[src/rtl/encoder_4to2_serial.sv]
// Serialises a 4-bit request vector into one 2-bit code per set bit; first code valid the cycle after accept.
// Holds code/last/pending bits under out_ready backpressure; define ENC_RR_PRIORITY_EN for round-robin selection.
module encoder_4to2_serial #(
    parameter int CNT_W = 8
) (
    input  logic             clk,
    input  logic             rst,
    input  logic             in_valid,
    output logic             in_ready,
    input  logic [3:0]       in_vec,
    output logic             out_valid,
    input  logic             out_ready,
    output logic [1:0]       out_code,
    output logic             out_last,
    output logic             zero_pulse,
    output logic [CNT_W-1:0] evt_cnt
);

    typedef enum logic {
        IDLE = 1'b0,
        EMIT = 1'b1
    } state_t;

    state_t     state;
    state_t     state_nxt;
    logic [3:0] pend;
    logic [1:0] sel;
    logic       single;
    logic       fire_in;
    logic       fire_out;

    // Exactly one pending bit means the current code closes the vector.
    assign single   = (pend != 4'd0) && ((pend & (pend - 4'd1)) == 4'd0);
    assign fire_in  = in_ready & in_valid;
    assign fire_out = out_valid & out_ready;
    assign out_code = out_valid ? sel : 2'd0;
    assign out_last = out_valid & single;

`ifdef ENC_RR_PRIORITY_EN
    logic [1:0] ptr;
    logic [1:0] idx;
    logic       found;

    // Scan starts just after the last emitted code and wraps around.
    always_comb begin
        sel   = 2'd0;
        idx   = 2'd0;
        found = 1'b0;
        for (int i = 1; i <= 4; i++) begin
            idx = ptr + 2'(i);
            if (!found && pend[idx]) begin
                sel   = idx;
                found = 1'b1;
            end
        end
    end

    always_ff @(posedge clk) begin
        if (rst) begin
            ptr <= 2'd3;
        end else if (fire_out) begin
            ptr <= sel;
        end
    end
`else
    always_comb begin
        sel = 2'd0;
        for (int i = 3; i >= 0; i--) begin
            if (pend[i]) begin
                sel = 2'(i);
            end
        end
    end
`endif

    always_ff @(posedge clk) begin
        if (rst) begin
            state <= IDLE;
        end else begin
            state <= state_nxt;
        end
    end

    always_comb begin
        state_nxt = state;
        in_ready  = 1'b0;
        out_valid = 1'b0;
        case (state)
            IDLE: begin
                in_ready = 1'b1;
                if (in_valid && (in_vec != 4'd0)) begin
                    state_nxt = EMIT;
                end
            end
            EMIT: begin
                out_valid = 1'b1;
                if (out_ready && single) begin
                    state_nxt = IDLE;
                end
            end
            default: state_nxt = IDLE;
        endcase
    end

    always_ff @(posedge clk) begin
        if (rst) begin
            pend       <= 4'd0;
            zero_pulse <= 1'b0;
            evt_cnt    <= '0;
        end else begin
            zero_pulse <= fire_in && (in_vec == 4'd0);
            if (fire_in) begin
                pend <= in_vec;
            end else if (fire_out) begin
                pend    <= pend & ~(4'd1 << sel);
                evt_cnt <= evt_cnt + CNT_W'(1);
            end
        end
    end

    // Under backpressure the presented code must not change.
    a_hold: assert property (@(posedge clk) disable iff (rst)
        (out_valid && !out_ready) |=> ($stable(out_code) && $stable(out_last) && $stable(pend)));

    a_excl: assert property (@(posedge clk) disable iff (rst) !(in_ready && out_valid));

endmodule

[config.mk]
export PLATFORM = sky130hd
export DESIGN_NAME = encoder_4to2_serial
export DESIGN_NICKNAME = d
export VERILOG_FILES = /design/src/rtl/encoder_4to2_serial.sv
export SDC_FILE = /design/constraint.sdc
export NUM_CORES = 1
export LEC_CHECK = 0
export ABC_CLOCK_PERIOD_IN_PS = 2000
export CELL_PAD_IN_SITES_DETAIL_PLACEMENT = 0
export CELL_PAD_IN_SITES_GLOBAL_PLACEMENT = 1
export CORE_MARGIN = 5
export CORE_UTILIZATION = 33
export CTS_CLUSTER_SIZE = 16
export DETAILED_ROUTE_END_ITERATION = 10
export PLACE_DENSITY_LB_ADDON = 0.1
export SYNTH_ARGS = -nofsm -noshare
export SYNTH_HDL_FRONTEND = slang
export SYNTH_SLANG_ARGS = --single-unit
[constraint.sdc]
create_clock -name clk -period 2 [get_ports clk]
set_input_delay 0.2 -clock clk [delete_from_list [all_inputs] [get_ports clk]]
set_output_delay 0.2 -clock clk [all_outputs]
set_load 0.01 [all_outputs]
==> impl.org <==
** Routing
- After detailed routing, the number of remaining DRC violations is 0.
- Vias after detailed routing :: 630
- Average routed wire per standard cell :: 12.56 um
- Once detail routing completed, the nets flagged for antenna violations numbered 0.
- For this run, the detailed router's first-pass iteration total came to 4.
- In the routed layout, each cell is associated on average with a via count of 5.081.
- After the first detailed-routing iteration, the DRC count stood at 7.
- Wires add up to 1557 um.

** Place
- Half-perimeter wire length after placement :: 1134 um
- Once placement completed, the tool counted placed cells totaling 120.
- Input and output buffers added on the ports amount to 21.
- OpenSTA, run right after detailed placement, puts the worst setup slack at 254.4 ps.
- GP Congestion :: 0.8380

** Yosys
- Avg Inst Size Synth :: 8.380 um^2
- The mapped netlist covers 636.9 um^2.
- Share of synthesized registers carrying an async set or reset :: 0%
- dfxtp_1 takes more of the synthesized area than any other cell.
- The number of different library cells used by synthesis comes to 25.
- Synthesis handed over a netlist of 76 instances.
- After synthesis, the cell types taking the most area are dfxtp_1, xor2_1, a21oi_1, nand2_1, nor2_1.
- For this run, the leading register cell type out of synthesis is dfxtp_1.
- In this run, synthesis inferred 0 flip-flops with an integrated enable.
- Post-synthesis net count :: 85
- Synthesis inferred 14 register bits.
- Area share of the largest cell type after synthesis :: 44.01%
- The share of the Yosys chip area taken by registers is 44.01%.
- Number of warnings reported in the yosys synthesis log :: 0

** Clocking
- Clock net sink count :: 14
- The tree is rooted in a clkbuf_4.
- The number of gates resized after CTS was 2.
- Clock buffers created by TritonCTS :: 3
- Worst skew pair latency :: 280 ps
- CTS built an H-tree with a depth of 1.
- Clock buffer depth :: 2
- Hold repair after CTS inserted 0 buffers.
- TritonCTS built the clock tree.
- Worst-path clk slew :: 90 ps
- Post-CTS Setup Bufs :: 0

** Worst setup path
- WS Path Type :: register to output pin
- In this run the worst setup path begins at pend[1]$_SDFFE_PP0P_.
- Number of cells on the worst reg-to-reg path :: 4
- Max FO, Critical Path :: 6
- Crit end category :: output pin
- Data on the critical path arrives at its endpoint at 1720 ps.
- In this run the critical register-to-register path is launched from state$_SDFF_PP0_.
- STA classifies the critical path startpoint as a register.
- The worst register-to-register path has a setup slack of 610 ps.
- STA puts the critical path data required time at 1800 ps.
- In this run the critical register-to-register path is captured at evt_cnt[7]$_SDFFE_PP0P_.

** Floorplanning
- The die covers 2908 um^2.
- 22 I/O pins were placed.
- Die Span Y :: 53.93 um
- Placeable core region :: 1783 um^2
- Starting Density :: 35.72%
- Standard-cell row count :: 15
- In this run the horizontal extent of the chip is 53.93 um.

** STA
- The clock arrives with 9.471 ps of skew.
- Measured against its own limit, the worst slew margin works out to 63.70%.
- Count of final max-slew check failures :: 0
- Period Utilization, post-route :: 96.23%
- Setup ws final :: 75.42 ps
- Fin crit period :: 1925 ps
- Highest clock frequency the design can meet :: 519.6 MHz
- At the pin with the least slew margin, the transition time is 542.8 ps.
- RSZ-0062 raised after global routing :: yes
- Setup violations remaining at the end of the flow were counted as 0.
- Count of final hold-check violations :: 0

** Cells and area
- 0 antenna diodes ended up in the layout.
- Layout-stage area growth over the synthesis result :: 42.83%
- Number of cells in the finished layout apart from fillers :: 124
- Net count reported at finish :: 109
- In the final layout, the share of cells above drive strength 1 is 7.071%.

** Power
- IR analysis of the VDD net gives a maximum drop of 0.5190 mV.
- Internal power :: 0.4431 mW
- Switching power of the nets :: 0.1501 mW
- In this run the power density over the cells is 652.2 nW/um^2.
- Fraction of power consumed by the clock network :: 35.0%
- In this run switching power makes up 25.30% of total power.
- Combinational cells account for 13.7% of the total power.
- Sequential cells account for 51.2% of the total power.
- For this design the static power due to leakage is 0.3280 nW.

** Min path
- Worst Hold Path EP :: pend[0]$_SDFFE_PP0P_
- HP Start :: in_vec[0]
- The worst hold path belongs to the class input port to register.
- Number of cells traversed by the worst hold path :: 3

** Outcome
- Run status :: finished clean

** Run
- The tool flagged a number of max-cap violations equal to 0.

** Global route
- Total global routing overflow :: 0
- The initial antenna violation count is 0.
- Global router's overall resource usage :: 11.62%
- Global-route wire length before repair :: 2401 um
- The number of global-route vias before repair came to 548.
- Entering global routing, the biggest net connects 15 pins.
## sequential cells by signal (all words and copies together), names as in the netlist
name	cells
pend	4
state	1
zero_pulse	1
evt_cnt	8
## worst max-delay path by stage
stage | end | slack, ps | cells past startpoint
final | out_last | 80 | 5
after global routing | out_last | -10 | 5
after CTS | out_last | 0.6 | 5
after detailed placement | evt_cnt[7]$_SDFFE_PP0P_ | 250 | 5
after global placement | evt_cnt[7]$_SDFFE_PP0P_ | 250 | 5
after floorplan | evt_cnt[7]$_SDFFE_PP0P_ | 710 | 4
## area by class of cell
cell class / count / area (um^2)
Fill cell: 177 / 873.3
Inverter: 2 / 7.507
Sequential cell: 14 / 284.0
Clock buffer: 4 / 36.28
Multi-Input combinational cell: 58 / 340.3
Tap cell: 25 / 31.28
Timing Repair Buffer: 21 / 210.2
## cell usage after synthesis (all sizes together) (2+ instances only)
master / n
dfxtp: 14
nand2: 10
a21oi: 8
nor2: 8
xor2: 6
nand3: 4
o21ai: 3
inv: 2
nand4: 2
nor2b: 2
nor3: 2
or3: 2
## metrics by stage
stage / total power [mW] / hold slack (ps) / cell area [um^2] / TNS (ps) / util [%]
after floorplan: 0.3454 / 269.1 / 636.9 / 0 / -
after global placement: 0.3904 / 485.2 / 869.6 / 0 / 48.77
after detailed placement: 0.3899 / 494.1 / 869.6 / 0 / 48.77
after CTS: 0.5995 / 480.3 / 908.4 / 0 / 50.95
after global routing: 0.6219 / 492.6 / 909.6 / -14.24 / 51.02
final: 0.5933 / 484.2 / 909.6 / 0 / 51.02
## power groups by stage
stage | Sequential, mW | Combinational (mW) | Clock (mW)
after floorplan | 0.304 | 0.0411 | 0
after global placement | 0.308 | 0.0821 | 0
after detailed placement | 0.309 | 0.0811 | 0
after CTS | 0.303 | 0.0819 | 0.215
after global routing | 0.306 | 0.0891 | 0.227
final | 0.304 | 0.0815 | 0.208
## per-layer routing
layer  wire length, um  track usage [%]  share of wire, %  vias up
li1                  -                -                 -      316
met1               716            12.88                46      288
met2               718            19.76                46       24
met3               108            5.817               6.9        2
met4                13            2.553              0.83        0
met5                 0                0                 0        -
## kinds of logic after synthesis
kind of cell,count (synthesis),share of synthesized area (%)
AOI/OAI and AO/OA,15,14.15
xor gates and xnor gates,6,8.251
adders and majority gates,1,1.964
buffers and inverters,4,2.553
DFF,14,44.01
muxes,1,1.572
and+or+nand+nor,35,27.51
## cells in the final DEF, fill, tap and decap left out
cell type / netlist / routed
a21oi_1: 8 / 8
a311oi_1: 1 / 1
and2_1: 1 / 1
and4_1: 1 / 1
clkbuf_4: 0 / 3
clkbuf_8: 0 / 1
clkdlybuf4s50_1: 0 / 21
dfxtp_1: 14 / 11
dfxtp_2: 0 / 3
ha_1: 1 / 1
inv_1: 2 / 2
mux2i_1: 1 / 1
nand2_1: 10 / 10
nand3_1: 4 / 4
nand4_1: 2 / 2
nand4b_1: 1 / 1
nor2_1: 8 / 8
nor2b_1: 2 / 2
nor3_1: 2 / 2
o211a_1: 1 / 1
o211ai_1: 1 / 1
o21ai_0: 3 / 2
o21ai_1: 0 / 1
o311ai_0: 1 / 1
or3_1: 2 / 2
or3b_1: 1 / 1
or4_1: 1 / 1
xor2_1: 6 / 6
## critical path: stages (launching register included)
cell	delay (ps)
dfxtp_2	390
xor2_1	150
mux2i_1	80
o21ai_1	160
and2_1	140
clkdlybuf4s50_1	530
Note: power is estimated with default switching activity, not from simulation.
